### config.mk
export PLATFORM = sky130hd
export DESIGN_NAME = stream_rr_arbiter
export DESIGN_NICKNAME = d
export VERILOG_FILES = /design/src/rtl/stream_rr_arbiter_pkg.sv /design/src/rtl/rr_picker.sv /design/src/rtl/stream_rr_arbiter.sv
export SDC_FILE = /design/constraint.sdc
export NUM_CORES = 1
export LEC_CHECK = 0
export ABC_AREA = 1
export BUFFER_PORTS_ARGS = -buffer_cell sky130_fd_sc_hd__buf_4
export CAP_MARGIN = 10
export CORE_ASPECT_RATIO = 0.7
export CORE_MARGIN = 2
export CORE_UTILIZATION = 45
export DETAILED_ROUTE_END_ITERATION = 8
export MAX_ROUTING_LAYER = met4
export PLACE_DENSITY = 0.8
export SYNTH_ARGS = -nofsm -noshare
export SYNTH_HDL_FRONTEND = slang
export SYNTH_HIERARCHICAL = 1
export SYNTH_SLANG_ARGS = --single-unit
### constraint.sdc
create_clock -name clk -period 4.5 [get_ports clk]
set_clock_uncertainty 0.15 [all_clocks]
set_input_delay 0.225 -clock clk [delete_from_list [all_inputs] [get_ports clk]]
set_output_delay 0.225 -clock clk [all_outputs]
set_load 0.01 [all_outputs]
### src/rtl/stream_rr_arbiter_pkg.sv
// Shared types and helpers for the stream round-robin arbiter.
package stream_rr_arbiter_pkg;

    // Arbiter control states; IDLE=0, GRANT=1.
    typedef enum logic {
        StIdle  = 1'b0,
        StGrant = 1'b1
    } arb_state_e;

    // Increment an index modulo n without ever forming n itself in a narrow type.
    function automatic int unsigned wrap_inc(input int unsigned idx, input int unsigned n);
        return (idx + 1 >= n) ? 0 : idx + 1;
    endfunction

endpackage

### src/rtl/rr_picker.sv
// Combinational round-robin picker: first set request at or after ptr, modulo N.
module rr_picker #(
    parameter int unsigned N  = 4,
    parameter int unsigned PW = (N > 1) ? $clog2(N) : 1
) (
    input  logic [N-1:0]  req,
    input  logic [PW-1:0] ptr,
    output logic [N-1:0]  pick,
    output logic          found
);

    // Walk ptr, ptr+1, ... and take the first requester.
    always_comb begin
        int unsigned idx;
        pick  = '0;
        found = 1'b0;
        idx   = 0;
        for (int unsigned k = 0; k < N; k++) begin
            idx = (32'(ptr) + k) % N;
            if (!found && req[idx]) begin
                pick[idx] = 1'b1;
                found     = 1'b1;
            end
        end
    end

endmodule

### src/rtl/stream_rr_arbiter.sv
// Round-robin arbiter sharing one valid/ready stream sink between N producers.
// A grant lasts up to MAX_BURST accepted words or until the owner drops valid,
// followed by one IDLE cycle before the next owner is chosen.
module stream_rr_arbiter
    import stream_rr_arbiter_pkg::*;
#(
    parameter int unsigned N         = 4,
    parameter int unsigned BITS      = 8,
    parameter int unsigned MAX_BURST = 4
) (
    input  logic            clk,
    input  logic            rst,
    input  logic [N-1:0]    in_valid,
    output logic [N-1:0]    in_ready,
    input  logic [N*BITS-1:0] in_data,
    output logic            out_valid,
    input  logic            out_ready,
    output logic [BITS-1:0] out_data,
    output logic [N-1:0]    grant
);

    localparam int unsigned PW = (N > 1) ? $clog2(N) : 1;
    localparam int unsigned CW = $clog2(MAX_BURST + 1);

    arb_state_e    state_q, state_d;
    logic [N-1:0]  grant_q, grant_d;
    logic [PW-1:0] ptr_q, ptr_d;
    logic [CW-1:0] cnt_q, cnt_d;

    logic [N-1:0]  pick;
    logic          pick_found;
    logic [PW-1:0] owner;
    logic          xfer;
    logic          rel;

    rr_picker #(
        .N  (N),
        .PW (PW)
    ) u_picker (
        .req   (in_valid),
        .ptr   (ptr_q),
        .pick  (pick),
        .found (pick_found)
    );

    // Binary index of the current owner, used to advance the pointer on release.
    always_comb begin
        owner = '0;
        for (int unsigned i = 0; i < N; i++) begin
            if (grant_q[i]) begin
                owner = PW'(i);
            end
        end
    end

    // State register with synchronous active-low reset.
    always_ff @(posedge clk) begin
        if (!rst) begin
            state_q <= StIdle;
            grant_q <= '0;
            ptr_q   <= '0;
            cnt_q   <= '0;
        end else begin
            state_q <= state_d;
            grant_q <= grant_d;
            ptr_q   <= ptr_d;
            cnt_q   <= cnt_d;
        end
    end

    // Next-state: grant on request, count transfers, release on burst end or idle owner.
    always_comb begin
        state_d = state_q;
        grant_d = grant_q;
        ptr_d   = ptr_q;
        cnt_d   = cnt_q;
        rel     = 1'b0;
        unique case (state_q)
            StIdle: begin
                if (pick_found) begin
                    state_d = StGrant;
                    grant_d = pick;
                    cnt_d   = '0;
                end
            end
            StGrant: begin
                // An idle owner has nothing pending, so releasing cannot break a stall.
                if (!out_valid) begin
                    rel = 1'b1;
                end else if (xfer) begin
                    if (cnt_q == CW'(MAX_BURST - 1)) begin
                        rel = 1'b1;
                    end else begin
                        cnt_d = cnt_q + CW'(1);
                    end
                end
                if (rel) begin
                    state_d = StIdle;
                    grant_d = '0;
                    ptr_d   = PW'(wrap_inc(32'(owner), N));
                    cnt_d   = '0;
                end
            end
            default: begin
                state_d = StIdle;
                grant_d = '0;
            end
        endcase
    end

    // Outputs: combinational mux on the registered grant; everything quiet in IDLE.
    always_comb begin
        out_valid = 1'b0;
        out_data  = '0;
        in_ready  = '0;
        if (state_q == StGrant) begin
            out_valid = |(in_valid & grant_q);
            in_ready  = grant_q & {N{out_ready}};
            for (int unsigned i = 0; i < N; i++) begin
                if (grant_q[i]) begin
                    out_data = in_data[i*BITS +: BITS];
                end
            end
        end
        xfer  = out_valid && out_ready;
        grant = grant_q;
    end

endmodule
==> reports/metrics.cfg <==
[setup_path]
cp-end-kind = flip-flop
cp.arrival_ns = 2.39
reg2reg_depth = 14
timing.rr.end = cnt_q[2]
critPathLaunchType = flip-flop
path_class = flip-flop to flip-flop
critPathRequiredTime_ns = 4.46
crit-reg2reg-launch = ptr_q[0]
r2r_setup_slack_ns = 2.08
crit_fanout = 11

[place]
dp_slack_ns = 2.131
gp_congestion = 0.9356
place_hpwl_mm = 3.046
portBuffers = 55

[timing]
timing.fmax_mhz = 412.7
fin_crit_ns = 2.423
finalHoldViolations = 0
max-slew-margin-rel_pct = 70.95
setup_tns_ns = 0
slew_violations = 0
min_period_over_period_pct = 53.84
fin_ws_ns = 2.077
tightest_slew_ns = 0.4351
finalSetupViolations = 0
rsz0062_at_grt = no

[floorplanning]
row_count = 15
core_sq_um = 2552
start_util_pct = 49.07
die-width_um = 67.06
die_area_sq_um = 3228
chipHeight_um = 48.14
ios = 56

[yosys]
syn_avg_cell_area_sq_um = 5.693
ys_ff_latch = 10
ys_warn_count = 6
yosysUniqueCellTypes = 23
syn-instance-count = 220
netlist_top_cells_area = nand2_1, dfxtp_1, nor2_1
synth_top_cell_area_share_pct = 20.98
seq_area_frac_synth_pct = 15.98
netlist_area_sq_um = 1252
yosys.area.top_type = nand2_1
synth_fp_nets = 267

[drt]
wl_per_cell_um = 12.28
routed_wl_mm = 3.771
ant_nets = 0
drc = 0
first_pass_iters = 4
vias_per_cell = 5.016
dr_total_vias = 1540
drtIter0Drc = 130

[global_route]
grt.busiest_layer = met1
grt_pass1_wl_mm = 5.775
grt_overflow = 0
grt_usage_pct = 24.97
grtUsageMet2_pct = 30.69
first_global_vias = 1174
antenna_found_initial = 0
grtUsageMet3_pct = 4.157
grt_max_degree = 18
grtUsageMet1_pct = 40.42

[layout]
areaGrowthSynthToFinish_pct = 37.66
drive_above_1_share_pct = 28.21
diodes = 0
layout_common_cells = nand2_1, buf_4, nor2_1, o21ai_0, nand3_1
final_net_count = 322
final_common_cell = nand2_1

[power]
ir_drop_uv = 227.6
p_per_area_nw_per_um2 = 390.5
p_leak_uw = 0.0009098

[clock_tree]
post_cts_resized = 0
postCtsSetupBuffers = 0
clk_latency_ns = 0.24
clock_path_buffers = 2
cts_tree = yes
cts-root-buf = clkbuf_8
cts.reportedPaths.clkPinSlew_ns = 0.05
numCtsBuffers = 3
cts_sinks = 10
cts_max_level = 1
hold_buffers = 0

[run_status]
status = finished, final reports clean

[hold_path]
whs_endpoint = cnt_q[0]
whs_path_depth = 3
worstHoldPathType = input port to flip-flop
hp-start = rst

[flow_run]
maxCapViolCount = 0

cells in the mapped netlist:
master and number:
clkinv_2 1, o21ai_0 22, nand4_1 2, clkbuf_1 2
nor3_1 2, nand3_4 3, nand2_4 4, a21oi_1 12
nand3_2 2, inv_2 3, nor2_1 31, nand3_1 19
nor2_4 1, nor2_2 1, nand2_1 70, buf_4 1
ha_1 8, buf_2 2, dfxtp_1 10, o221ai_1 1
o21a_1 1, nand2_2 4, inv_1 18
flip-flops by register name, summed over array words and instances, names as in the netlist:
register / flops
grant: 4
cnt_q: 3
ptr_q: 2
state_q: 1
cell families (layout without fill, tap and decap cells):
family,count (synthesis),in the layout,share of synthesized area (%)
and+or+nand+nor,139,139,52.45
AOI/OAI and AO/OA,36,36,14.89
buffers and inverters,27,80,8.691
DFF,10,10,15.98
adders and majority gates,8,8,7.992
power breakdown:
part | internal [uW] | switching [uW]
Combinational | 174 | 262
Clock | 58.4 | 32.9
Sequential | 107 | 39.1
Total | 339 | 334
per-stage QoR:
step	area (sq um)	instances	power, uW	utilization [%]	hold WS, ns
3_3_place_gp	1683	304	574.3	65.93	0.3138
4_1_cts	1724	307	673.1	67.55	0.08128
5_1_grt	1724	307	746.2	67.55	0.08702
3_5_place_dp	1683	304	578.0	65.93	0.3227
2_1_floorplan	1252	220	448.2	-	0.1954
6_report	1724	307	673.2	67.55	0.08020
worst max path at each step:
stage | from | endpoint | cells after the start
floorplan | ptr_q[0] | cnt_q[2] | 14
global placement | ptr_q[0] | cnt_q[2] | 14
detailed placement | ptr_q[0] | cnt_q[2] | 14
CTS | ptr_q[0] | cnt_q[2] | 14
global route | ptr_q[1] | cnt_q[2] | 14
finish | ptr_q[0] | cnt_q[2] | 14
layout make-up:
type                    count  area [sq um]
multi-input cells         183         943.4
fillers                   255         828.3
repair buffers             55         412.9
flip-flops and latches     10         200.2
inverters                  22         83.83
well taps                  34         42.54
clock buffers               3         41.29
worst max-delay path: stages (launching register included):
cell and delay [ns]:
dfxtp_1 0.54, inv_2 0.17, ha_1 0.36, inv_1 0.12
nand3_1 0.08, nand2_1 0.11, nand2_2 0.08, nor2_4 0.12
nand2_1 0.06, inv_1 0.12, nand2_4 0.09, nand2_1 0.13
nand2_1 0.06, nand2_1 0.06, nor2_1 0.04
metal layers:
metal / wire length (um) / vias to the layer above
li1: - / 818
met1: 2024 / 676
met2: 1502 / 43
met3: 230 / 3
met4: 13 / 0
met5: 0 / -
Power figures use the tool's default switching activity.
